### src/rtl/mem_fill_arbiter.sv
// Miss-service controller: arbitrates I/D cache misses onto the single memory read
// port, fetches one block as word reads and streams each returned word into the owner.
module mem_fill_arbiter #(
    parameter int ADDR_W    = 16,
    parameter int DATA_W    = 16,
    parameter int BLK_WORDS = 8
) (
    input  logic              clk,
    input  logic              rst,
    input  logic              i_miss,
    input  logic [ADDR_W-1:0] i_addr,
    input  logic              d_miss,
    input  logic [ADDR_W-1:0] d_addr,
    output logic              mem_rd_en,
    output logic [ADDR_W-1:0] mem_addr,
    input  logic [DATA_W-1:0] mem_data,
    input  logic              mem_vld,
    output logic [DATA_W-1:0] fill_data,
    output logic [ADDR_W-1:0] fill_addr,
    output logic              i_data_we,
    output logic              i_meta_we,
    output logic              d_data_we,
    output logic              d_meta_we,
    output logic              i_stall,
    output logic              d_stall,
    output logic              busy
);
    // state | meaning
    // IDLE  | no fill in progress; a pending miss is granted here
    // FILL  | issue word reads, write each returned word into the owner's data array
    // META  | owner's metadata write strobe, after the last data write
    // WAIT  | one settle cycle so the serviced miss drops before re-arbitration

    localparam int CNT_W = $clog2(BLK_WORDS) + 1;
    localparam int OFF_W = $clog2(BLK_WORDS) + 1;
    localparam logic [CNT_W-1:0] CNT_FULL = CNT_W'(BLK_WORDS);
    localparam logic [CNT_W-1:0] CNT_ONE  = CNT_W'(1);

    typedef enum logic [1:0] {IDLE, FILL, META, WAIT} state_t;

    state_t            state;
    logic              owner_d;
    logic              last_grant_d;
    logic [ADDR_W-1:0] base;
    logic [CNT_W-1:0]  issue_cnt;
    logic [CNT_W-1:0]  rcv_cnt;
    logic              grant_d;
    logic [ADDR_W-1:0] req_base;
    logic              unused_addr_bits;

    function automatic logic [ADDR_W-1:0] block_base(input logic [ADDR_W-1:0] addr);
        return {addr[ADDR_W-1:OFF_W], {OFF_W{1'b0}}};
    endfunction

    // Block base is aligned, so OR-ing in the word offset never carries.
    function automatic logic [ADDR_W-1:0] word_addr(input logic [ADDR_W-1:0] blk,
                                                    input logic [CNT_W-2:0]  idx);
        return blk | {{(ADDR_W-OFF_W){1'b0}}, idx, 1'b0};
    endfunction

    always_comb begin
        grant_d  = d_miss && (!i_miss || !last_grant_d);
        req_base = block_base(grant_d ? d_addr : i_addr);
    end

    assign unused_addr_bits = ^{i_addr[OFF_W-1:0], d_addr[OFF_W-1:0]};

    assign busy    = (state != IDLE);
    assign i_stall = i_miss || (busy && !owner_d);
    assign d_stall = d_miss || (busy && owner_d);

    always_ff @(posedge clk) begin
        if (rst) begin
            state        <= IDLE;
            owner_d      <= 1'b1;
            last_grant_d <= 1'b0;
            base         <= '0;
            issue_cnt    <= '0;
            rcv_cnt      <= '0;
            mem_rd_en    <= 1'b0;
            mem_addr     <= '0;
            fill_data    <= '0;
            fill_addr    <= '0;
            i_data_we    <= 1'b0;
            d_data_we    <= 1'b0;
            i_meta_we    <= 1'b0;
            d_meta_we    <= 1'b0;
        end else begin
            mem_rd_en <= 1'b0;
            i_data_we <= 1'b0;
            d_data_we <= 1'b0;
            i_meta_we <= 1'b0;
            d_meta_we <= 1'b0;
            case (state)
                IDLE: begin
                    if (i_miss || d_miss) begin
                        owner_d      <= grant_d;
                        last_grant_d <= grant_d;
                        base         <= req_base;
                        // First read leaves with the grant; issue_cnt counts reads sent.
                        mem_rd_en    <= 1'b1;
                        mem_addr     <= req_base;
                        issue_cnt    <= CNT_ONE;
                        rcv_cnt      <= '0;
                        state        <= FILL;
                    end
                end
                FILL: begin
                    if (issue_cnt < CNT_FULL) begin
                        mem_rd_en <= 1'b1;
                        mem_addr  <= word_addr(base, issue_cnt[CNT_W-2:0]);
                        issue_cnt <= issue_cnt + CNT_ONE;
                    end
                    if (rcv_cnt == CNT_FULL) begin
                        // Last data strobe is on the outputs this cycle; meta follows it.
                        i_meta_we <= !owner_d;
                        d_meta_we <= owner_d;
                        state     <= META;
                    end else if (mem_vld) begin
                        fill_data <= mem_data;
                        fill_addr <= word_addr(base, rcv_cnt[CNT_W-2:0]);
                        i_data_we <= !owner_d;
                        d_data_we <= owner_d;
                        rcv_cnt   <= rcv_cnt + CNT_ONE;
                    end
                end
                META: state <= WAIT;
                WAIT: state <= IDLE;
                default: state <= IDLE;
            endcase
        end
    end
endmodule

### config.mk
export PLATFORM = sky130hd
export DESIGN_NAME = mem_fill_arbiter
export DESIGN_NICKNAME = d
export VERILOG_FILES = /design/src/rtl/mem_fill_arbiter.sv
export SDC_FILE = /design/constraint.sdc
export NUM_CORES = 1
export LEC_CHECK = 0
export BUFFER_PORTS_ARGS = -buffer_cell sky130_fd_sc_hd__buf_2
export CAP_MARGIN = 20
export CORE_UTILIZATION = 52
export DETAILED_ROUTE_END_ITERATION = 7
export GPL_TIMING_DRIVEN = 0
export HOLD_SLACK_MARGIN = 0.12
export PLACE_DENSITY = 0.86
export SETUP_SLACK_MARGIN = 0.3
export SKIP_LAST_GASP = 1
export SYNTH_ARGS = -nofsm -noshare
export SYNTH_HDL_FRONTEND = slang
export SYNTH_SLANG_ARGS = --single-unit
### constraint.sdc
create_clock -name clk -period 2.3 [get_ports clk]
set_input_delay 0.46 -clock clk [delete_from_list [all_inputs] [get_ports clk]]
set_output_delay 0.46 -clock clk [all_outputs]
set_load 0.02 [all_outputs]
Word level (Yosys, flattened, before mapping). Cells that the tools add are included.

Bits in registers: 77. Input bits: 53. Output and inout bits: 56.

Add/sub/neg operators: 2. Magnitude comparators: 1. Eq/ne operators: 9. Mux-type cells: 17. Bitwise operators: 5. Reductions and logical operators: 20.

Operators with widths (number): $mux 16 (3); $or 16x4->16 (2); $pmux 16 s2 (1); $mux 4 (5); $pmux 4 s2 (2); $ne 2x2->1 const B (5); $add 4x1->4 const B (2); $pmux 2 s4 (1); $reduce_and 3->1 (2); $eq 2x2->1 const B (2); $eq 4x4->1 const B (1); $logic_or 1x1->1 (4); $lt 4x4->1 const B (1); $mux 2 (2); $reduce_and 2->1 (2); $reduce_and 4->1 (1); $reduce_bool 2->1 (2); $reduce_or 4->1 (1); $logic_and 1x1->1 (3); $logic_not 1->1 (3); $not 1->1 (3); $reduce_or 3->1 (1); $eq 2x1->1 const B (1); $logic_not 2->1 (1); other kinds (2) (3).

Depth between registers and ports, before layout.
Depth after elaboration: 6. Gate-level depth with buffers: 7.

Worst setup path before layout. No wires, ideal clock.

Path kind: register to register. Start: reg state[0]. End: reg mem_addr[12]. Setup time: 0.117 ns. Data arrival time: 1.513 ns. Required time: 2.183 ns. Slack: 0.670 ns. Cell stages (with the launch flop): 8. Buffers on the path: 2. Cell sequence: dfxtp_1 > inv_1 > ha_1 > buf_2 > o2bb2ai_2 > buf_2 > a2111oi_0 > a32o_1.

Cells in the longest elaborated chain, start to end: 3.

Ends and longest elaborated chain: from (decl) (line 41) `state_t state;`; from (signal assigned) (line 74) `state <= IDLE;`; from (signal assigned) (line 105) `state <= FILL;`; from (signal assigned) (line 118) `state <= META;`; $eq 2x1->1 / $logic_not 2->1 (equally long branches) (line 94) `case (state)`; $ne 2x2->1 (no line) / $reduce_bool 2->1 (equally long branches); $reduce_and 3->1 (no line); to (signal assigned) (line 102) `mem_addr <= req_base;`; to (signal assigned) (line 111) `mem_addr <= word_addr(base, issue_cnt[CNT_W-2:0]);`; to (decl) (line 15) `output logic [ADDR_W-1:0] mem_addr,`.

Parallel ways exist; a longest one is shown, timed or not. A chain may end at the register's enable or synchronous reset.

Final worst setup path.
Start: reg state[0]. End: out d_stall.

Cells in the longest elaborated chain, start to end: 3.

Ends and longest elaborated chain: $reduce_bool 2->1 (line 68) `assign busy = (state != IDLE);`; $logic_and 1x1->1 (line 70) `assign d_stall = d_miss || (busy && owner_d);`; $logic_or 1x1->1 (line 70); to (decl) (line 25) `output logic d_stall,`.

No other way between the ends.

==> results.sh <==
export IMPL_status="complete, no violations"
export IMPL_period_minus_slack_ns=1.93
export IMPL_crit_family="buffers and inverters"
export IMPL_dieWidth_microns=86.8
export IMPL_final_cells=624
export IMPL_crit_start="state[0]"
export IMPL_power_total_mw=5.14
export IMPL_placed_cells_incl_taps=608
export IMPL_dpl_hpwl_mm=7.04
export IMPL_cts_buffers=9
export IMPL_postCtsSetupBuffers=0
export IMPL_synth_top_family_by_area="compound AO/OA/AOI/OAI gates"
export IMPL_hold_viol=0
export IMPL_min_from="mem_data[0]"
export IMPL_antennaDiodeCount=0
export IMPL_p_leak_nw=2.00
export IMPL_avgSynthCellArea_sq_um=9.03
export IMPL_whs_endpoint="fill_data[0]"
export IMPL_synthAdderAreaFrac_pct=2.68
export IMPL_cp_max_fo=10
export IMPL_grt_max_degree=13
export IMPL_fin_nets=584
export IMPL_syn_area_sq_um=3740
export IMPL_synth_common_cells="dfxtp_1, inv_1, a311oi_1, mux2i_1, nor2_1"
export IMPL_clk_path_buf_depth=2
export IMPL_start_kind="flip-flop"
export IMPL_slowest_stage="dfxtp_2"
export IMPL_async_flop_share_pct=0
export IMPL_die_h_microns=86.8
export IMPL_drc=0
export IMPL_timing_max_cap_violations=0
export IMPL_rrSetupSlack_ns=0.42
export IMPL_grt_pass1_wl_mm=16.0
export IMPL_rr_startpoint="state[1]"
export IMPL_gp_congestion=0.861
export IMPL_drt_wl_total_mm=9.90
export IMPL_reg2reg_depth=6
export IMPL_synth_area_leaders="dfxtp_1, mux2i_1, a311oi_1"
export IMPL_syn_inst=414
export IMPL_clock_latency_ns=0.36
export IMPL_synth_xor_area_share_pct=0
export IMPL_slowest_delay_ns=0.35
export IMPL_relSlewSlack_pct=61.7
export IMPL_cp_required_ns=1.84
export IMPL_wire_per_inst_microns=15.9
export IMPL_worstPathArrival_ns=1.47
export IMPL_r2r_end="rcv_cnt[2]"
export IMPL_drt_initial_drc_count=404
export IMPL_yosys_area_top_type="dfxtp_1"
export IMPL_synth_flop_cell="dfxtp_1"
export IMPL_hold_class="input pin to flip-flop"
export IMPL_areaGrowthSynthToFinish_pct=22.6
export IMPL_clkSinkCount=75
export IMPL_first_global_vias=3371
export IMPL_drtPass1Iterations=5
export IMPL_cpMostUsedCell="inv_1"
export IMPL_cts_root_buf="clkbuf_8"
export IMPL_portBuffers=97
export IMPL_dp_slack_ns=0.374
export IMPL_cellPowerDensity_nw_per_um2=1120
export IMPL_drive_gt1_share_pct=33.0
export IMPL_via_per_inst=5.92
export IMPL_holdWs_ns=0.322
export IMPL_synth_edf_count=0
export IMPL_synth_seq_cells=75
export IMPL_cp_cell_sequence="inv_1, ha_1, buf_6, inv_1, a21o_1, buf_2"
export IMPL_rsz0062_at_grt="false"
export IMPL_cts_max_level=3
export IMPL_fp_dieArea_sq_um=7530
export IMPL_antenna_found_initial=0
export IMPL_cts_tree="built"
export IMPL_yosysMostFrequentCell="dfxtp_1"
export IMPL_fin_skew_ns=0.0145
export IMPL_start_util_pct=54.4
export IMPL_synth_simple_area_share_pct=9.64
export IMPL_setup_violations=0
export IMPL_core_area_sq_um=6870
export IMPL_clock_fmax_mhz=517
export IMPL_cts_resized_gates=1
export IMPL_synth_top_area_share_pct=40.2
export IMPL_tightest_slew_ns=0.575
export IMPL_pin_count=109
export IMPL_final_max_slew_viol_count=0
export IMPL_crit_path_end_kind="output pin"
export IMPL_ant_nets=0
export IMPL_vias=3696
export IMPL_path_clk_slew_ns=0.09
export IMPL_period_share_pct=84.1
export IMPL_yosysSeqAreaShare_pct=40.2
export IMPL_totalNegativeSetupSlack_ns=0
export IMPL_yosys_warnings=0
export IMPL_whs_path_depth=2
export IMPL_hold_buffers=0
export IMPL_yosys_cell_types_count=46
export IMPL_grt_overflow_total=0
export IMPL_peakVddDrop_mv=0.798
export IMPL_synth_compound_area_share_pct=28.1
export IMPL_rows=30
export IMPL_muxShareOfSynthArea_pct=8.07
export IMPL_cp_num_buf_inv=4
export IMPL_globalRouteTotalUtil_pct=27.4
export IMPL_crit_type="flip-flop to output pin"
export IMPL_setup_ws_ns=0.366
-- stage by stage --
step | utilization (%) | instance area (sq um)
finish | 66.7 | 4580
global route | 66.7 | 4580
CTS | 66.2 | 4550
detailed placement | 63.3 | 4350
global placement | 63.3 | 4350
floorplan | - | 3740
-- how the worst max path moves through the flow --
stage	end	slack, ns	depth (start not counted)
after global placement	mem_addr[12]	0.43	7
final	d_stall	0.37	6
after CTS	d_stall	0.31	6
after global routing	d_stall	0.31	6
after floorplan	mem_addr[12]	0.67	7
after detailed placement	mem_addr[12]	0.37	7
-- logic make-up after synthesis --
logic type / Yosys count
adder cells (fa/ha/maj): 8
other: 1
multiplexers: 30
flip-flops: 75
AO/OA/AOI/OAI: 136
AND/OR/NAND/NOR: 70
buffers and inverters: 94
-- cell usage in the layout (no fill, tap or decap), types with 13 or more instances in the layout --
cell type	instances
a21oi_1	20
mux2i_1	29
nand2_1	13
dfxtp_1	74
a311oi_1	29
clkbuf_1	19
a31o_2	27
o21ai_0	20
inv_1	48
buf_2	110
nor2_1	28
clkbuf_8	13
-- area by class of cell --
type / count / area (sq um)
Sequential cell: 75 / 1500
Clock inverter: 3 / 20.0
Timing Repair Buffer: 97 / 485
Fill cell: 554 / 2290
Tap cell: 96 / 120
Inverter: 49 / 184
Clock buffer: 13 / 179
Buffer: 45 / 245
Multi-Input combinational cell: 246 / 1840
-- flip-flops by register name (all words and copies together), names as in the netlist, 2 cells and up --
| register | cells |
|---|---|
| base | 12 |
| fill_addr | 15 |
| fill_data | 16 |
| issue_cnt | 4 |
| mem_addr | 15 |
| rcv_cnt | 4 |
| state | 2 |
-- per-layer routing --
layer  vias to the layer above  GRT usage (%)  part of all wire (%)
met3                        30           4.38                   6.9
met4                         0           15.0                   2.8
met5                         -              0                     0
li1                       1742              -                     -
met2                       199           43.6                    46
met1                      1725           35.7                    44
-- worst register-to-register path, cell delays in order (launching register included) --
cell	delay [ns]
dfxtp_1	0.34
inv_2	0.09
ha_1	0.34
buf_4	0.24
buf_2	0.24
nand4_1	0.19
o41ai_1	0.33
-- where the power goes --
| part | internal [mW] | switching (mW) |
|---|---|---|
| logic | 0.874 | 1.43 |
| registers | 1.62 | 0.218 |
| clock network | 0.508 | 0.491 |
| total | 3.00 | 2.14 |
Power figures use the tool's default switching activity.
